===== src/rtl/stopwatch_pkg.sv =====
// Shared types and constants for the count-up stopwatch: FSM states, digit widths
// and per-digit rollover limits.
package stopwatch_pkg;

    typedef enum logic [1:0] {
        STOP = 2'd0,
        RUN  = 2'd1,
        SAT  = 2'd2
    } state_t;

    localparam int ML_W   = 10;
    localparam int SEC_W  = 6;
    localparam int MIN_W  = 6;
    localparam int HOUR_W = 6;

    localparam logic [ML_W-1:0]  MS_MAX  = 10'd999;
    localparam logic [SEC_W-1:0] SEC_MAX = 6'd59;
    localparam logic [MIN_W-1:0] MIN_MAX = 6'd59;

endpackage


===== src/rtl/ms_prescaler.sv =====
// Divides clk_i down to a one-cycle millisecond tick; the partial count is held
// while disabled so a stop/start pair never loses a fraction of a millisecond.
module ms_prescaler #(
    parameter int CLK_PER_MS = 1
) (
    input  logic clk_i,
    input  logic reset_ni,
    input  logic enable,
    input  logic clear,
    output logic tick
);

    localparam int CW = (CLK_PER_MS > 1) ? $clog2(CLK_PER_MS) : 1;
    localparam logic [CW-1:0] LAST = CW'(CLK_PER_MS - 1);

    logic [CW-1:0] cnt_reg;

    assign tick = enable && (cnt_reg == LAST);

    always_ff @(posedge clk_i or negedge reset_ni) begin
        if (!reset_ni) begin
            cnt_reg <= '0;
        end else if (clear) begin
            cnt_reg <= '0;
        end else if (enable) begin
            cnt_reg <= tick ? '0 : cnt_reg + 1'b1;
        end
    end

endmodule


===== src/rtl/stopwatch_up.sv =====
// Count-up stopwatch (hh:mm:ss.mmm) that saturates at HOUR_MAX:59:59.999.
// Define STOPWATCH_LAP_EN to add the lap capture register with valid/ready drain.
module stopwatch_up
    import stopwatch_pkg::*;
#(
    parameter int CLK_PER_MS = 1,
    parameter int HOUR_MAX   = 23
) (
    input  logic              clk_i,
    input  logic              reset_ni,
    input  logic              start_i,
    input  logic              clear_i,
    output logic [ML_W-1:0]   ml_o,
    output logic [SEC_W-1:0]  sec_o,
    output logic [MIN_W-1:0]  min_o,
    output logic [HOUR_W-1:0] hour_o,
    output logic              running_o,
    output logic              sat_o
`ifdef STOPWATCH_LAP_EN
    ,
    input  logic              lap_i,
    input  logic              lap_ready_i,
    output logic              lap_valid_o,
    output logic [ML_W-1:0]   lap_ml_o,
    output logic [SEC_W-1:0]  lap_sec_o,
    output logic [MIN_W-1:0]  lap_min_o,
    output logic [HOUR_W-1:0] lap_hour_o,
    output logic              lap_ovf_o
`endif
);

    localparam logic [HOUR_W-1:0] HOUR_LAST = HOUR_W'(HOUR_MAX);

    state_t              state_reg, state_next;
    logic [ML_W-1:0]     ml_reg, ml_next;
    logic [SEC_W-1:0]    sec_reg, sec_next;
    logic [MIN_W-1:0]    min_reg, min_next;
    logic [HOUR_W-1:0]   hour_reg, hour_next;
    logic                running_reg, sat_reg;
    logic                tick;
    logic                at_max;

    ms_prescaler #(
        .CLK_PER_MS (CLK_PER_MS)
    ) u_prescaler (
        .clk_i    (clk_i),
        .reset_ni (reset_ni),
        .enable   (state_reg == RUN),
        .clear    (clear_i),
        .tick     (tick)
    );

    assign at_max = (ml_reg == MS_MAX) && (sec_reg == SEC_MAX) &&
                    (min_reg == MIN_MAX) && (hour_reg == HOUR_LAST);

    always_comb begin
        state_next = state_reg;
        ml_next    = ml_reg;
        sec_next   = sec_reg;
        min_next   = min_reg;
        hour_next  = hour_reg;
        case (state_reg)
            STOP: begin
                if (start_i) state_next = RUN;
            end
            RUN: begin
                if (tick && at_max) begin
                    state_next = SAT;
                end else begin
                    if (!start_i) state_next = STOP;
                    // The tick on the edge that leaves RUN still counts.
                    if (tick) begin
                        if (ml_reg == MS_MAX) begin
                            ml_next = '0;
                            if (sec_reg == SEC_MAX) begin
                                sec_next = '0;
                                if (min_reg == MIN_MAX) begin
                                    min_next  = '0;
                                    hour_next = hour_reg + 1'b1;
                                end else begin
                                    min_next = min_reg + 1'b1;
                                end
                            end else begin
                                sec_next = sec_reg + 1'b1;
                            end
                        end else begin
                            ml_next = ml_reg + 1'b1;
                        end
                    end
                end
            end
            SAT: ;
            default: state_next = STOP;
        endcase
        if (clear_i) begin
            state_next = STOP;
            ml_next    = '0;
            sec_next   = '0;
            min_next   = '0;
            hour_next  = '0;
        end
    end

    always_ff @(posedge clk_i or negedge reset_ni) begin
        if (!reset_ni) begin
            state_reg   <= STOP;
            ml_reg      <= '0;
            sec_reg     <= '0;
            min_reg     <= '0;
            hour_reg    <= '0;
            running_reg <= 1'b0;
            sat_reg     <= 1'b0;
        end else begin
            state_reg   <= state_next;
            ml_reg      <= ml_next;
            sec_reg     <= sec_next;
            min_reg     <= min_next;
            hour_reg    <= hour_next;
            running_reg <= (state_next == RUN);
            sat_reg     <= (state_next == SAT);
        end
    end

    assign ml_o      = ml_reg;
    assign sec_o     = sec_reg;
    assign min_o     = min_reg;
    assign hour_o    = hour_reg;
    assign running_o = running_reg;
    assign sat_o     = sat_reg;

`ifdef STOPWATCH_LAP_EN
    logic              lap_valid_reg, lap_ovf_reg;
    logic [ML_W-1:0]   lap_ml_reg;
    logic [SEC_W-1:0]  lap_sec_reg;
    logic [MIN_W-1:0]  lap_min_reg;
    logic [HOUR_W-1:0] lap_hour_reg;

    // Captures the pre-increment time; a drain on the same edge frees the slot.
    always_ff @(posedge clk_i or negedge reset_ni) begin
        if (!reset_ni) begin
            lap_valid_reg <= 1'b0;
            lap_ovf_reg   <= 1'b0;
            lap_ml_reg    <= '0;
            lap_sec_reg   <= '0;
            lap_min_reg   <= '0;
            lap_hour_reg  <= '0;
        end else if (clear_i) begin
            lap_valid_reg <= 1'b0;
            lap_ovf_reg   <= 1'b0;
            lap_ml_reg    <= '0;
            lap_sec_reg   <= '0;
            lap_min_reg   <= '0;
            lap_hour_reg  <= '0;
        end else begin
            if (lap_i && (!lap_valid_reg || lap_ready_i)) begin
                lap_valid_reg <= 1'b1;
                lap_ml_reg    <= ml_reg;
                lap_sec_reg   <= sec_reg;
                lap_min_reg   <= min_reg;
                lap_hour_reg  <= hour_reg;
            end else if (lap_ready_i) begin
                lap_valid_reg <= 1'b0;
            end
            if (lap_i && lap_valid_reg && !lap_ready_i) lap_ovf_reg <= 1'b1;
        end
    end

    assign lap_valid_o = lap_valid_reg;
    assign lap_ovf_o   = lap_ovf_reg;
    assign lap_ml_o    = lap_ml_reg;
    assign lap_sec_o   = lap_sec_reg;
    assign lap_min_o   = lap_min_reg;
    assign lap_hour_o  = lap_hour_reg;
`endif

endmodule


===== config.mk =====
export PLATFORM = sky130hd
export DESIGN_NAME = stopwatch_up
export DESIGN_NICKNAME = d
export VERILOG_FILES = /design/src/rtl/stopwatch_pkg.sv /design/src/rtl/ms_prescaler.sv /design/src/rtl/stopwatch_up.sv
export SDC_FILE = /design/constraint.sdc
export NUM_CORES = 1
export LEC_CHECK = 0
export CAP_MARGIN = 20
export CORE_ASPECT_RATIO = 0.75
export CORE_MARGIN = 2
export CORE_UTILIZATION = 65
export CTS_CLUSTER_SIZE = 24
export DETAILED_ROUTE_END_ITERATION = 8
export DONT_BUFFER_PORTS = 1
export PLACE_DENSITY = 0.8
export SYNTH_ARGS = -nofsm -noshare
export SYNTH_HDL_FRONTEND = slang
export SYNTH_SLANG_ARGS = --single-unit

===== constraint.sdc =====
create_clock -name clk_i -period 5.6 [get_ports clk_i]
set_input_delay 1.12 -clock clk_i [delete_from_list [all_inputs] [get_ports clk_i]]
set_output_delay 1.12 -clock clk_i [all_outputs]
set_load 0.01 [all_outputs]

# == Word-level counts from Yosys, hierarchy flattened ==
# Cells that the tools add are included.
# word_totals
ff_bits,33
elab_cells,71
# classes
add_sub_neg,5
eq_ne,9
n_mux,33
bitwise,1
n_reduce_logical,15
# ops
operator,count
2-to-1 mux 6 bit,20
2-to-1 mux 10 bit,5
"adder 6 x 1 -> 6 bit, second input constant",3
"== test 6 bit, second input constant",2
"adder 10 x 1 -> 10 bit, second input constant",1
"== test 10 bit, second input constant",1
nonzero test 2 bit,5
2-to-1 mux 2 bit,4
"== test 6 x 5 -> 1 bit, second input constant",1
case mux 2 bit (3 select lines),1
AND reduction 6 bit,1
logical AND 1 bit,5
AND reduction 5 bit,1
"== test 2 x 1 -> 1 bit, second input constant",2
"== test 2 bit, second input constant",2
AND reduction 4 bit,1
2-to-1 mux 1 bit,3
AND reduction 3 bit,1
logical NOT 2 bit,1
"!= test 2 bit, second input constant",1
"adder 1 bit, second input constant",1
NOT 1 bit,1

# == Depth between registers and ports, before layout ==
# logic_depth
word_depth,9
ltp_mapped,7
mapped_depth_nobuf,6

# == Cells and area by module ==
# A second synthesis with hierarchy kept.
# unflattened
hier_cells,179
hier_area_um2,1811.7
# by_module_without_submodules
module,instances,cells_per_inst,area_per_inst_um2
stopwatch_up,1,176,1765.4
ms_prescaler,1,3,46.3

# == Worst setup path after synthesis ==
# OpenSTA, ideal clock, no wires.
# synth_path
kind,register to register
from,register state_reg[1]
to,"register hour_reg[3], in the netlist hour_o[3]"
setup_time_ps,78
t_arrival_ps,2158
path_slack_ps,3364
path_stages_with_launch,7
n_path_buf,1
path_cell_list,dfrtp_1 -> or3b_1 -> buf_2 -> nor4_4 -> nand4_1 -> or4_1 -> a21oi_1
# synth_between
elab_chain_len,5
# synth_lines
item,line,source
from (decl),stopwatch_up.sv:34,"state_t state_reg, state_next;"
from (signal assigned),stopwatch_up.sv:114,state_reg <= state_next;
== test 2 x 1 -> 1 bit *,"stopwatch_up.sv:48, stopwatch_up.sv:62",
logical AND 1 bit,ms_prescaler.sv:18,assign tick = enable && (cnt_reg == LAST);
logical AND 1 bit,stopwatch_up.sv:67,if (tick && at_max) begin
!= test 2 bit (no line),--,
AND reduction 6 bit (no line) *,--,
to (signal assigned),stopwatch_up.sv:118,hour_reg <= hour_next;
to (decl),stopwatch_up.sv:38,"logic [HOUR_W-1:0] hour_reg, hour_next;"
# Every way passes the cells marked *; elsewhere a longest branch is shown, timed or not.
# A chain may end at the register's enable or synchronous reset.

# == Worst setup path after layout ==
# layout_path
from,"register ml_reg[0], in the netlist ml_o[0]"
to,"register ml_reg[7], in the netlist ml_o[7]"
# layout_between
elab_chain_len,7
# layout_lines
item,line,source
from (decl),stopwatch_up.sv:35,"logic [ML_W-1:0] ml_reg, ml_next;"
from (signal assigned),stopwatch_up.sv:115,ml_reg <= ml_next;
"parallel branches: the longest is 7 deep, another holds adder 10 x 1 -> 10 bit",--,
# Several ways; the timed one is not identified. The select of a mux whose other input is x is not followed.

==> impl_metrics.toml <==
[critical_path]
rr_worst_depth = 6
slowest_stage = "o41ai_2"
cp.arrival_ns = 3.07
r2r-end = "ml_o[7]$_DFFE_PN0P_"
critPathMaxStageDelay_ns = 0.64
cp_max_fo = 8
worst_ep_required_time_ns = 5.82
end_kind = "flip-flop"
reg2reg_slack_ns = 2.75
critPathKind = "flip-flop to flip-flop"
rr_startpoint = "ml_o[0]$_DFFE_PN0P_"
start_kind = "flip-flop"
path_cells = "ha_1 > nor4bb_1 > nand3_1 > o41ai_2 > nand2_1 > a31oi_1"

[yosys]
synth-edff-count = 0
synthesis.nets = 207
synth_seq_cells = 33
synthesis.instances = 199
yosysWarnings = 0
netlist-cell-type-count = 46
avgSynthCellArea_um2 = 9.17
synth_flop_cell = "dfrtp_1"
synth_area_um2 = 1820
yosysSeqAreaShare_pct = 45.3
ys_async_sr_fraction_pct = 100

[floorplanning]
coreArea_um2 = 2640
die_w_um = 65.2
die_h_um = 49.9
io_pins = 34
dieArea_um2 = 3250
start_util_pct = 69.0
rows = 16

[global_routing]
grt_max_degree = 34
grt_first_pass_wirelength_um = 7200
track_usage_pct = 29.2
antenna_found_initial = 0
grt_pass1_vias = 1559
grt_overflow = 0

[clock_network]
clock-sinks = 33
clock_path_buffers = 2
cts.root.buffer_cell = "clkbuf_8"
cts_buffers = 5
clock_latency_ns = 0.30
cts_resized = 0
hold_buffers = 0
cts.reportedPaths.clkPinSlew_ns = 0.07
cts_tree = "built"
post_cts_buffers = 0
cts.htree.levels = 2

[finish]
drive_above_1_share_pct = 6.50
diodes = 0
fin_area_um2 = 1960
nets = 207
fin_cells = 236
area_delta_synth_final_pct = 7.34
largest_register_ffs = 10

[timing]
finalSetupViolCount = 0
tightest_slew_ns = 0.946
holdWs_ns = 0.514
clock_skew_ns = 0.00635
post-route-min-period_ns = 2.85
fin_tns_setup_ns = 0
fmax_mhz = 351
rsz0062_at_grt = "false"
period_share_pct = 50.9
finalHoldViolations = 0
slew_viol_final = 0
slew_headroom_pct = 36.8

[place]
place_congestion = 0.905
dp_hpwl_um = 2820
place_area_um2 = 1840
portBuffers = 0
dp.cells = 228

[drt]
routedWlPerCell_um = 18.1
via_per_inst = 6.78
dr.pass1.iters = 4
drt_iter0_markers = 117
drtAntennaViolNets = 0
wirelength_um = 4270
via_count = 1601
drc = 0

[power]
p_sw_share_pct = 19.9
pwr-share-comb_pct = 1.6
seqPwrFrac_pct = 50.4
clkPwrFrac_pct = 47.9
power_density_nw_per_um2 = 248
ir_worst_vdd_v = 0.000282
intPower_uw = 389
p_leak_nw = 0.795
p_sw_uw = 96.8

[run]
maxCapViolCount = 0

[run_status]
status = "finished clean"

[hold_path]
hold_class = "primary input to asynchronous set/reset pin"
==> worst max-delay path by stage <==
stage | from | cells past startpoint | slack (ns) | to
detailed placement | ml_o[0]$_DFFE_PN0P_ | 6 | 2.81 | ml_o[7]$_DFFE_PN0P_
finish | ml_o[0]$_DFFE_PN0P_ | 6 | 2.75 | ml_o[7]$_DFFE_PN0P_
global placement | ml_o[0]$_DFFE_PN0P_ | 6 | 3.01 | ml_o[7]$_DFFE_PN0P_
global route | ml_o[0]$_DFFE_PN0P_ | 6 | 2.60 | ml_o[7]$_DFFE_PN0P_
floorplan | state_reg[1]$_DFF_PN0_ | 6 | 3.36 | hour_o[3]$_DFFE_PN0P_
CTS | ml_o[0]$_DFFE_PN0P_ | 6 | 2.79 | ml_o[7]$_DFFE_PN0P_
==> Yosys cell counts (2+ instances only) <==
cell       n  share of area [%]
nand3_1   11                3.0
nand2_1   16                3.3
ha_1       4                2.7
o31ai_1    3                1.2
nand2b_1   3                1.0
or3_1      8                2.7
a31oi_1    4                1.4
a21oi_1   16                4.4
nand4b_1   2               0.96
o21ai_0    9                2.5
and3_1     6                2.1
nand4_1    7                2.4
a22oi_1    2               0.82
nor3_1     6                1.6
clkbuf_1   6                1.2
nor4_1     3                1.0
nor2_1    18                3.7
dfrtp_1   33                 45
a21boi_0   3                1.2
nand3b_1   2               0.82
or2_2      4                1.4
xor2_1     2               0.96
o21ai_1    2               0.55
mux2i_1    3                1.6
and2_1     3                1.0
inv_1      3               0.62
==> critical path: cells and delay by family (launching register included) <==
family	cells	cell delay (ns)
simple gates	3	1.13
flops	1	0.50
compound gates	2	0.81
fa+ha+maj	1	0.33
==> power by group through the flow <==
stage               registers, mW  clock network (mW)  logic, mW
finish                      0.245               0.233    0.00798
global route                0.245               0.244    0.00892
CTS                         0.245               0.235    0.00800
detailed placement          0.249                   0    0.00786
global placement            0.249                   0    0.00756
floorplan                   0.248                   0    0.00902
==> cells in the final DEF, fill, tap and decap left out, drive strengths merged, types with 2 or more instances in the layout <==
master	instances
a21boi	3
a21oi	16
a22oi	2
a31oi	4
and2	3
and3	6
clkbuf	7
dfrtp	33
ha	4
inv	3
mux2i	3
nand2	16
nand2b	3
nand3	11
nand3b	2
nand4	7
nand4b	2
nor2	18
nor3	6
nor4	4
o21ai	11
o31ai	3
or2	5
or3	8
xor2	2
==> routing by layer <==
metal  part of all wire (%)  global-route usage (%)  up-vias
met2                     47                    44.6       63
met3                    7.9                    8.45        7
met5                      0                       0        -
met1                     44                    39.4      788
li1                       -                       -      743
met4                    1.4                    11.5        0
==> cell families (layout without fill, tap and decap cells) <==
logic type                 Yosys count  in the layout  synth area share, %
AOI/OAI and AO/OA                   49             49                 17.2
xor gates and xnor gates             3              3                 1.44
adders and majority gates            4              4                 2.74
buffers and inverters               10             11                 2.13
DFF                                 33             33                 45.3
muxes                                3              3                 1.65
and+or+nand+nor                     97             97                 29.6
==> through the flow <==
| step | worst slack (ns) | utilization [%] | total power, mW |
|---|---|---|---|
| after CTS | 2.79 | 74.1 | 0.488 |
| after detailed placement | 2.81 | 69.7 | 0.257 |
| after global placement | 3.01 | 69.7 | 0.256 |
| final | 2.75 | 74.1 | 0.486 |
| after floorplan | 3.36 | - | 0.257 |
| after global routing | 2.60 | 74.1 | 0.497 |
==> area by class of cell <==
cell class              instances  area [µm²]
clock buffers                   7        86.3
clock inverters                 1        30.0
well taps                      36        45.0
multi-input cells             156         960
inverters                       3        11.3
fillers                       201         684
flip-flops and latches         33         826
Power figures use the tool's default switching activity.
